--- src/rtl/cam_match_unit.sv ---
// ---------------------------------------------------------------------------
// cam_match_unit
//
// Key-storage and match side of the CAM datapath. Holds DATA_LINES keys with
// valid bits and executes LOOKUP / INSERT / DELETE / CLEAR operations. The
// result is a one-hot line select (res_sel) for the CAM output multiplexer,
// plus hit / full flags and the number of valid entries.
//
// Ports
//   clk, reset          rising-edge clock, asynchronous active-high reset
//   op_valid/op_ready   op request handshake (op_ready high only in IDLE)
//   op_code             00 LOOKUP, 01 INSERT, 10 DELETE, 11 CLEAR
//   op_key              key for the op (ignored for CLEAR)
//   res_valid/res_ready result handshake
//   res_hit             key matched a valid entry
//   res_sel             one-hot matched/written entry, else 0
//   res_full            INSERT rejected because no entry was free
//   entry_count         number of valid entries
//   fsm_state           debug view of the control FSM state
//   hit_index           binary encode of res_sel (only with CAM_INDEX_OUT_EN)
//
// Handshake semantics (both channels): a transfer happens on a rising edge
// where valid and ready are both high. The producer holds its payload stable
// while valid is high and ready is low. op_ready does not depend on op_valid;
// res_valid does not depend on res_ready.
//
// Configuration macro: CAM_INDEX_OUT_EN adds the hit_index output.
// ---------------------------------------------------------------------------
module cam_match_unit #(
  parameter int KEY_WIDTH  = 32,
  parameter int DATA_LINES = 4,
  localparam int CW = $clog2(DATA_LINES + 1),
  localparam int IW = (DATA_LINES > 1) ? $clog2(DATA_LINES) : 1
) (
  input  logic                  clk,
  input  logic                  reset,
  input  logic                  op_valid,
  output logic                  op_ready,
  input  logic [1:0]            op_code,
  input  logic [KEY_WIDTH-1:0]  op_key,
  output logic                  res_valid,
  input  logic                  res_ready,
  output logic                  res_hit,
  output logic [DATA_LINES-1:0] res_sel,
  output logic                  res_full,
  output logic [CW-1:0]         entry_count,
`ifdef CAM_INDEX_OUT_EN
  output logic [IW-1:0]         hit_index,
`endif
  output logic [1:0]            fsm_state
);

  typedef enum logic [1:0] {
    S_IDLE    = 2'd0,
    S_COMPARE = 2'd1,
    S_RESPOND = 2'd2
  } state_t;

  typedef enum logic [1:0] {
    OP_LOOKUP = 2'b00,
    OP_INSERT = 2'b01,
    OP_DELETE = 2'b10,
    OP_CLEAR  = 2'b11
  } op_t;

  state_t                  state_q, state_d;
  op_t                     op_code_q, op_code_d;
  logic [KEY_WIDTH-1:0]    op_key_q, op_key_d;
  logic [KEY_WIDTH-1:0]    keys_q [DATA_LINES];
  logic [KEY_WIDTH-1:0]    keys_d [DATA_LINES];
  logic [DATA_LINES-1:0]   valid_q, valid_d;
  logic                    res_valid_q, res_valid_d;
  logic                    res_hit_q, res_hit_d;
  logic [DATA_LINES-1:0]   res_sel_q, res_sel_d;
  logic                    res_full_q, res_full_d;
  logic [CW-1:0]           count_q, count_d;

  logic [DATA_LINES-1:0]   match;
  logic [DATA_LINES-1:0]   free_sel;
  logic                    found_free;

  always_comb begin
    state_d     = state_q;
    op_code_d   = op_code_q;
    op_key_d    = op_key_q;
    keys_d      = keys_q;
    valid_d     = valid_q;
    res_valid_d = res_valid_q;
    res_hit_d   = res_hit_q;
    res_sel_d   = res_sel_q;
    res_full_d  = res_full_q;
    match       = '0;
    free_sel    = '0;
    found_free  = 1'b0;

    // Only valid lines can match; because INSERT never writes a key that
    // already hits, at most one bit of match is ever set.
    for (int i = 0; i < DATA_LINES; i++) begin
      match[i] = valid_q[i] && (keys_q[i] == op_key_q);
    end

    // Lowest-index free line as a one-hot vector.
    for (int i = 0; i < DATA_LINES; i++) begin
      if (!valid_q[i] && !found_free) begin
        free_sel[i] = 1'b1;
        found_free  = 1'b1;
      end
    end

    unique case (state_q)
      S_IDLE: begin
        if (op_valid) begin
          op_code_d = op_t'(op_code);
          op_key_d  = op_key;
          state_d   = S_COMPARE;
        end
      end

      // Table update and result are committed on the same edge.
      S_COMPARE: begin
        state_d     = S_RESPOND;
        res_valid_d = 1'b1;
        res_hit_d   = |match;
        res_sel_d   = '0;
        res_full_d  = 1'b0;
        unique case (op_code_q)
          OP_LOOKUP: res_sel_d = match;
          OP_INSERT: begin
            if (|match) begin
              res_sel_d = match;
            end else if (found_free) begin
              res_sel_d = free_sel;
              valid_d   = valid_q | free_sel;
              for (int i = 0; i < DATA_LINES; i++) begin
                if (free_sel[i]) keys_d[i] = op_key_q;
              end
            end else begin
              res_full_d = 1'b1;
            end
          end
          OP_DELETE: begin
            res_sel_d = match;
            valid_d   = valid_q & ~match;
          end
          OP_CLEAR: begin
            res_hit_d = 1'b0;
            valid_d   = '0;
          end
        endcase
      end

      S_RESPOND: begin
        if (res_ready) begin
          state_d     = S_IDLE;
          res_valid_d = 1'b0;
          res_hit_d   = 1'b0;
          res_sel_d   = '0;
          res_full_d  = 1'b0;
        end
      end

      default: state_d = S_IDLE;
    endcase

    count_d = '0;
    for (int i = 0; i < DATA_LINES; i++) begin
      count_d = count_d + CW'(valid_d[i]);
    end
  end

  always_ff @(posedge clk or posedge reset) begin
    if (reset) begin
      state_q     <= S_IDLE;
      op_code_q   <= OP_LOOKUP;
      op_key_q    <= '0;
      valid_q     <= '0;
      res_valid_q <= 1'b0;
      res_hit_q   <= 1'b0;
      res_sel_q   <= '0;
      res_full_q  <= 1'b0;
      count_q     <= '0;
    end else begin
      state_q     <= state_d;
      op_code_q   <= op_code_d;
      op_key_q    <= op_key_d;
      valid_q     <= valid_d;
      res_valid_q <= res_valid_d;
      res_hit_q   <= res_hit_d;
      res_sel_q   <= res_sel_d;
      res_full_q  <= res_full_d;
      count_q     <= count_d;
    end
  end

  // Key storage has no reset: a line's contents are meaningless until its
  // valid bit is set, and writes only happen in COMPARE.
  always_ff @(posedge clk) begin
    keys_q <= keys_d;
  end

`ifdef CAM_INDEX_OUT_EN
  logic [IW-1:0] hit_index_q, hit_index_d;

  always_comb begin
    hit_index_d = '0;
    for (int i = 0; i < DATA_LINES; i++) begin
      if (res_sel_d[i]) hit_index_d = IW'(i);
    end
  end

  always_ff @(posedge clk or posedge reset) begin
    if (reset) hit_index_q <= '0;
    else       hit_index_q <= hit_index_d;
  end

  assign hit_index = hit_index_q;
`endif

  assign op_ready    = (state_q == S_IDLE);
  assign res_valid   = res_valid_q;
  assign res_hit     = res_hit_q;
  assign res_sel     = res_sel_q;
  assign res_full    = res_full_q;
  assign entry_count = count_q;
  assign fsm_state   = state_q;

endmodule
--- config.mk ---
export PLATFORM = sky130hd
export DESIGN_NAME = cam_match_unit
export DESIGN_NICKNAME = d
export VERILOG_FILES = /design/src/rtl/cam_match_unit.sv
export SDC_FILE = /design/constraint.sdc
export NUM_CORES = 1
export LEC_CHECK = 0
export CAP_MARGIN = 30
export CORE_ASPECT_RATIO = 1.1
export CORE_MARGIN = 2
export CORE_UTILIZATION = 35
export DETAILED_ROUTE_END_ITERATION = 10
export GPL_TIMING_DRIVEN = 0
export HOLD_SLACK_MARGIN = 0.05
export PLACE_DENSITY = 0.58
export RECOVER_POWER = 25
export SETUP_SLACK_MARGIN = 0.05
export SLEW_MARGIN = 20
export SYNTH_ARGS = -nofsm -noshare
export SYNTH_HDL_FRONTEND = slang
export SYNTH_SLANG_ARGS = --single-unit
export TNS_END_PERCENT = 100
--- constraint.sdc ---
create_clock -name clk -period 6.85 [get_ports clk]
set_clock_uncertainty 0.05 [all_clocks]
set_input_delay 1.7125 -clock clk [delete_from_list [all_inputs] [get_ports clk]]
set_output_delay 1.7125 -clock clk [all_outputs]
set_load 0.05 [all_outputs]
-- Yosys cells after proc, flatten, opt, wreduce, memory -nomap -nowiden
Index checks and enable logic that the tools add are counted.
- bits in registers: 178
- input bits: 38
- output and inout bits: 13
- logic and storage cells: 83
- add/sub/neg operators: 3
- equal/unequal tests: 11
- multiplexer cells: 27
- bitwise operators: 5
- reductions and logical operators: 24
- operators with widths (kind ; number):
    equality test 32 bit ; 4
    two-way mux 4 bit ; 6
    AND reduction 5 bit ; 4
    one-hot mux 4 bit (2 select lines) ; 2
    two-way mux 1 bit ; 12
    one-hot mux 4 bit (3 select lines) ; 1
    logical AND 1 bit ; 7
    equality test 2 bit, second input constant ; 3
    one-hot mux 1 bit (2 select lines) ; 3
    one-hot mux 2 bit (3 select lines) ; 1
    AND reduction 2 bit ; 3
    logical NOT 1 bit ; 5
    bitwise AND 4 bit ; 1
    equality test 2 x 1 -> 1 bit, second input constant ; 2
    logical NOT 2 bit ; 2
    two-way mux 2 bit ; 2
    inequality test 2 bit, second input constant ; 2
    inverter 4 bit ; 1
    bitwise OR 4 bit ; 1
    OR reduction 4 bit ; 1
    adder 2 x 1 -> 3 bit ; 1
    adder 3 x 1 -> 3 bit ; 1
    adder 1 x 1 -> 2 bit ; 1
    inverter 1 bit ; 2
    other kinds (2) ; 2

-- Longest topological paths before layout
- depth after elaboration: 17
- mapped depth: 11
- depth with buffers taken out: 10

-- Worst setup path after synthesis
OpenSTA, ideal clock, no wires.
- kind: reg-to-reg
- from: reg op_key_q[14]
- to: reg keys_q[0] (netlist name) (enable)
- library setup time: 0.461 ns
- data arrival time: 3.755 ns
- data required time: 6.339 ns
- path slack: 2.584 ns
- stages on the path, launching flop included: 9
- buffers on the path: 1
- period minus slack after synthesis: 4.266 ns
- cell sequence: dfrtp_1 > buf_4 > xor2_1 > nor4_1 > nand4_2 > nor2_2 > a2111oi_4 > nand4_4 > nor3_1
- longest elaborated chain between the ends: 5
- elaborated cells on any way between the ends: 11
- those cells by class: eq/ne (4); bitwise (1); reduce/logical (6)
- ends and longest elaborated chain (element ; RTL line ; RTL):
    start, declared ; 68 ; logic [KEY_WIDTH-1:0] op_key_q, op_key_d;
    start signal, assigned ; 185 ; op_key_q <= op_key_d;
    equality test 32 bit ; 99 ; match[i] = valid_q[i] && (keys_q[i] == op_key_q);
    logical AND 1 bit ; 99 ;
    OR reduction 4 bit * ; 129 ; if (|match) begin
    inverter 1 bit (no line) * ; n/a ;
    AND reduction 5 bit (no line) * ; n/a ;
    end signal, assigned ; 198 ; keys_q <= keys_d;
    end, declared ; 69 ; logic [KEY_WIDTH-1:0] keys_q [DATA_LINES];
Mark *: on every way between the ends. The rest lies on a longest branch, timed or not.
A chain may end at the register's enable or synchronous reset.

-- Worst setup path after layout
- from: reg op_key_q[11]
- to: reg count_q[1], in the netlist entry_count[1]
- elaborated cells on any way between the ends: 17
- those cells by class: add/sub (3); eq/ne (4); mux (3); bitwise (2); reduce/logical (5)
- RTL lines (element ; RTL line ; RTL):
    equality test 32 bit ; 99 ;
    logical AND 1 bit ; 99 ;
    OR reduction 4 bit or inverter 4 bit (tied branches) ; 129, 143 ;
    two-way mux 4 bit or bitwise AND 4 bit (tied branches) ; 129, 143 ;
    one-hot mux 4 bit (3 select lines) * ; 126 ; unique case (op_code_q)
    two-way mux 4 bit * ; 110 ; unique case (state_q)
    net valid_d[3] ; 71 ; logic [DATA_LINES-1:0] valid_q, valid_d;
    adder 3 x 1 -> 3 bit * ; 167 ; count_d = count_d + CW'(valid_d[i]);
    net count_d[1] ; 76 ; logic [CW-1:0] count_q, count_d;
    end signal, assigned ; 191 ; count_q <= count_d;
    end, declared ; 76 ;
The timed path passes the listed nets; every way through them passes the cells marked *.

==> flow_summary_export.csv <==
group,metric,value,unit
floorplanning,die_area,22740,µm²
floorplanning,die_y,158.0,µm
global_routing,grt_pass1_vias,4107,
placement,dp_hpwl,11770,µm
sta,setup_viol,0,
detailed_routing,drt_wl_total,16220,µm
detailed_routing,first_iter_violations,296,
critical_path,required,7110,ps
layout,drive_gt1_frac,0.2197,
placement,portBuffers,50,
global_routing,overflow,0,
layout,diodes,0,
sta,rsz0062_at_grt,"false",
sta,fin_crit,3746,ps
clock_network,clkLatencyLatePin,430,ps
global_routing,antenna_found_initial,0,
clock_network,cts_buffers,17,
synthesis,synth_ff_type,"edfxtp_1",
sta,layout_setup_ws,3104,ps
sta,worstMarginPinSlew,792.6,ps
clock_network,h-tree-depth,4,
synthesis,synth_warnings,0,
sta,min_period_over_period,0.5468,
global_routing,met3_usage,0.03267,
layout,area_delta_synth_final,22.26,%
synthesis,seq_area_frac_synth,0.6754,
clock_network,post_cts_buffers,0,
critical_path,r2r_start,"op_key_q[11]",
critical_path,worstSetupPathType,"reg2reg",
detailed_routing,wire_per_inst,18.68,µm
critical_path,worstPathArrival,4010,ps
synthesis,syn_nets,523,
sta,maxSlewViolCount,0,
sta,clock.fmax,267.0,MHz
floorplanning,die_x,144.0,µm
clock_network,cts_tree,"built",
synthesis,syn_inst,482,
synthesis,synth_commonest_cells,"edfxtp_1, xor2_1, dfrtp_1",
critical_path,worst-path-max-fanout,7,
clock_network,clkTransAtPathRegs,70,ps
min_path,min_from,"res_hit",
layout,multiInputGateArea,2175,µm²
synthesis,synth_seq_cells,178,
synthesis,synth_area,7543,µm²
layout,design_area,9223,µm²
critical_path,crit_start,"op_key_q[11]",
sta,setup_tns,0,ps
detailed_routing,vias,3983,
synthesis,ys_types,34,
detailed_routing,dr.pass1.iters,4,
detailed_routing,drc,0,
pwr,vdd_ir_drop_max,0.1791,mV
clock_network,cts-hold-fix-buffers,0,
placement,gp_congestion,0.8360,
flow_run,maxCapViolCount,0,
layout,fillers,1866,
run_status,status,"completed",
sta,finalHoldViolCount,0,
synthesis,synth_edf_count,128,
floorplanning,core,21230,µm²
floorplanning,ioPinCount,51,
sta,max-slew-margin-rel,0.4687,
pwr,power_density,411.8,nW/µm²
floorplanning,rows,56,
critical_path,cp-start-kind,"register",
detailed_routing,viasPerCell,4.589,
layout,final_nets,606,
global_routing,use_met1,0.1970,
detailed_routing,antenna_left,0,
floorplanning,start_util,0.3553,
clock_network,root_buffer,"clkbuf_16",
pwr,p_leak,3.395,nW
layout,regArea,5095,µm²
clock_network,cts-resized-gates,0,
critical_path,end_kind,"register",
synthesis,synth_area_leader_cell,"edfxtp_1",
clock_network,cts_max_path_buffers,2,
min_path,hp-class,"reg2reg",
global_routing,grt_util_met2,0.2490,
global_routing,grt_max_degree,29,
synthesis,synthTopCellsByArea,"edfxtp_1, dfrtp_1, xor2_1",
clock_network,clock-sinks,178,
synthesis,synth-async-reset-ratio,0.2809,
placement,dpl_cell_area,8611,µm²
global_routing,busiest_layer,"met2",
global_routing,grt_pass1_wl,24380,µm
synthesis,synth_top_area_frac,0.5095,
global_routing,grt_util_all_layers,0.1501,
synthesis,syn_avg_cell_area,15.65,µm²
placement,pre_cts_ws,3113,ps
-- per-layer routing --
layer / wire, µm / vias to the layer above / part of all wire
met5: 0 / - / 0
met4: 243 / 0 / 0.015
met3: 520 / 15 / 0.032
met2: 8046 / 78 / 0.50
met1: 7406 / 2012 / 0.46
li1: - / 1878 / -
-- registers in the layout, indices dropped and copies added (netlist names) --
register / cells
op_code_q: 2
entry_count: 3
keys_q: 128
fsm_state: 2
res_full: 1
valid_q: 4
op_key_q: 32
res_hit: 1
res_valid: 1
res_sel: 4
-- metrics by stage --
| step | instances | power, mW | utilization | hold slack (ps) |
|---|---|---|---|---|
| after floorplan | 482 | 2.455 | - | 427.1 |
| after global placement | 822 | 2.796 | 0.3960 | 421.4 |
| after detailed placement | 836 | 2.846 | 0.4056 | 427.0 |
| after CTS | 868 | 3.832 | 0.4344 | 443.0 |
| after global routing | 868 | 3.988 | 0.4344 | 460.3 |
| final | 868 | 3.798 | 0.4344 | 431.0 |
-- area by class of cell --
type                       instances  share of cell area
tap                              290             0.03934
timing repair buffer              64             0.07340
sequential                       178              0.5524
clock buffer                      24             0.06037
clock inverter                     8            0.005969
buffer                            36             0.02958
multi-input combinational        261              0.2358
inverter                           7            0.003120
-- critical path: stages (launching register included) --
cell       delay, ps
dfrtp_1          420
buf_4            180
xor2_1           160
nor4_1           610
nand4_1          360
nor4_2           430
a2111oi_4        100
nand4_4          190
o21ai_0          160
fa_1             480
ha_1             190
ha_1             280
-- path summary, 6_finish.rpt --
path / endpoint / slack (ps) / depth (start not counted)
min in group asynchronous: op_key_q[24] / 1590 / 2
worst max-delay path: entry_count[1] / 3100 / 11
worst min register to register: res_hit / 430 / 2
worst min-delay path: res_hit / 430 / 2
max in group asynchronous: op_key_q[21] / 4660 / 3
worst max register to register: entry_count[1] / 3100 / 11
-- logic make-up (layout without fill, tap and decap cells) --
kind of cell / after synthesis / count (layout) / synth area share
DFF: 178 / 178 / 0.6754
xor gates and xnor gates: 128 / 128 / 0.1486
and+or+nand+nor: 77 / 77 / 0.06037
buffers and inverters: 43 / 139 / 0.03964
muxes: 34 / 34 / 0.05076
AOI/OAI and AO/OA: 19 / 19 / 0.01924
adders and majority gates: 3 / 3 / 0.005971
-- cell usage in the layout, fill, tap and decap left out, types with 3 or more instances in the layout --
cell / count
nand4_1: 4
inv_4: 4
clkdlybuf4s50_1: 50
xor2_1: 128
o21ai_0: 7
nor4_1: 32
clkbuf_16: 21
dfrtp_1: 50
nor2_1: 6
a21oi_1: 3
buf_4: 35
nor3_1: 3
inv_1: 6
edfxtp_1: 128
nand2_1: 17
buf_6: 7
mux2_2: 34
-- power by group --
part | switching, mW | internal (mW)
Sequential | 0.178 | 1.45
Clock | 0.408 | 0.573
Combinational | 0.667 | 0.525
Total | 1.25 | 2.55
Note: power is estimated with default switching activity, not from simulation.
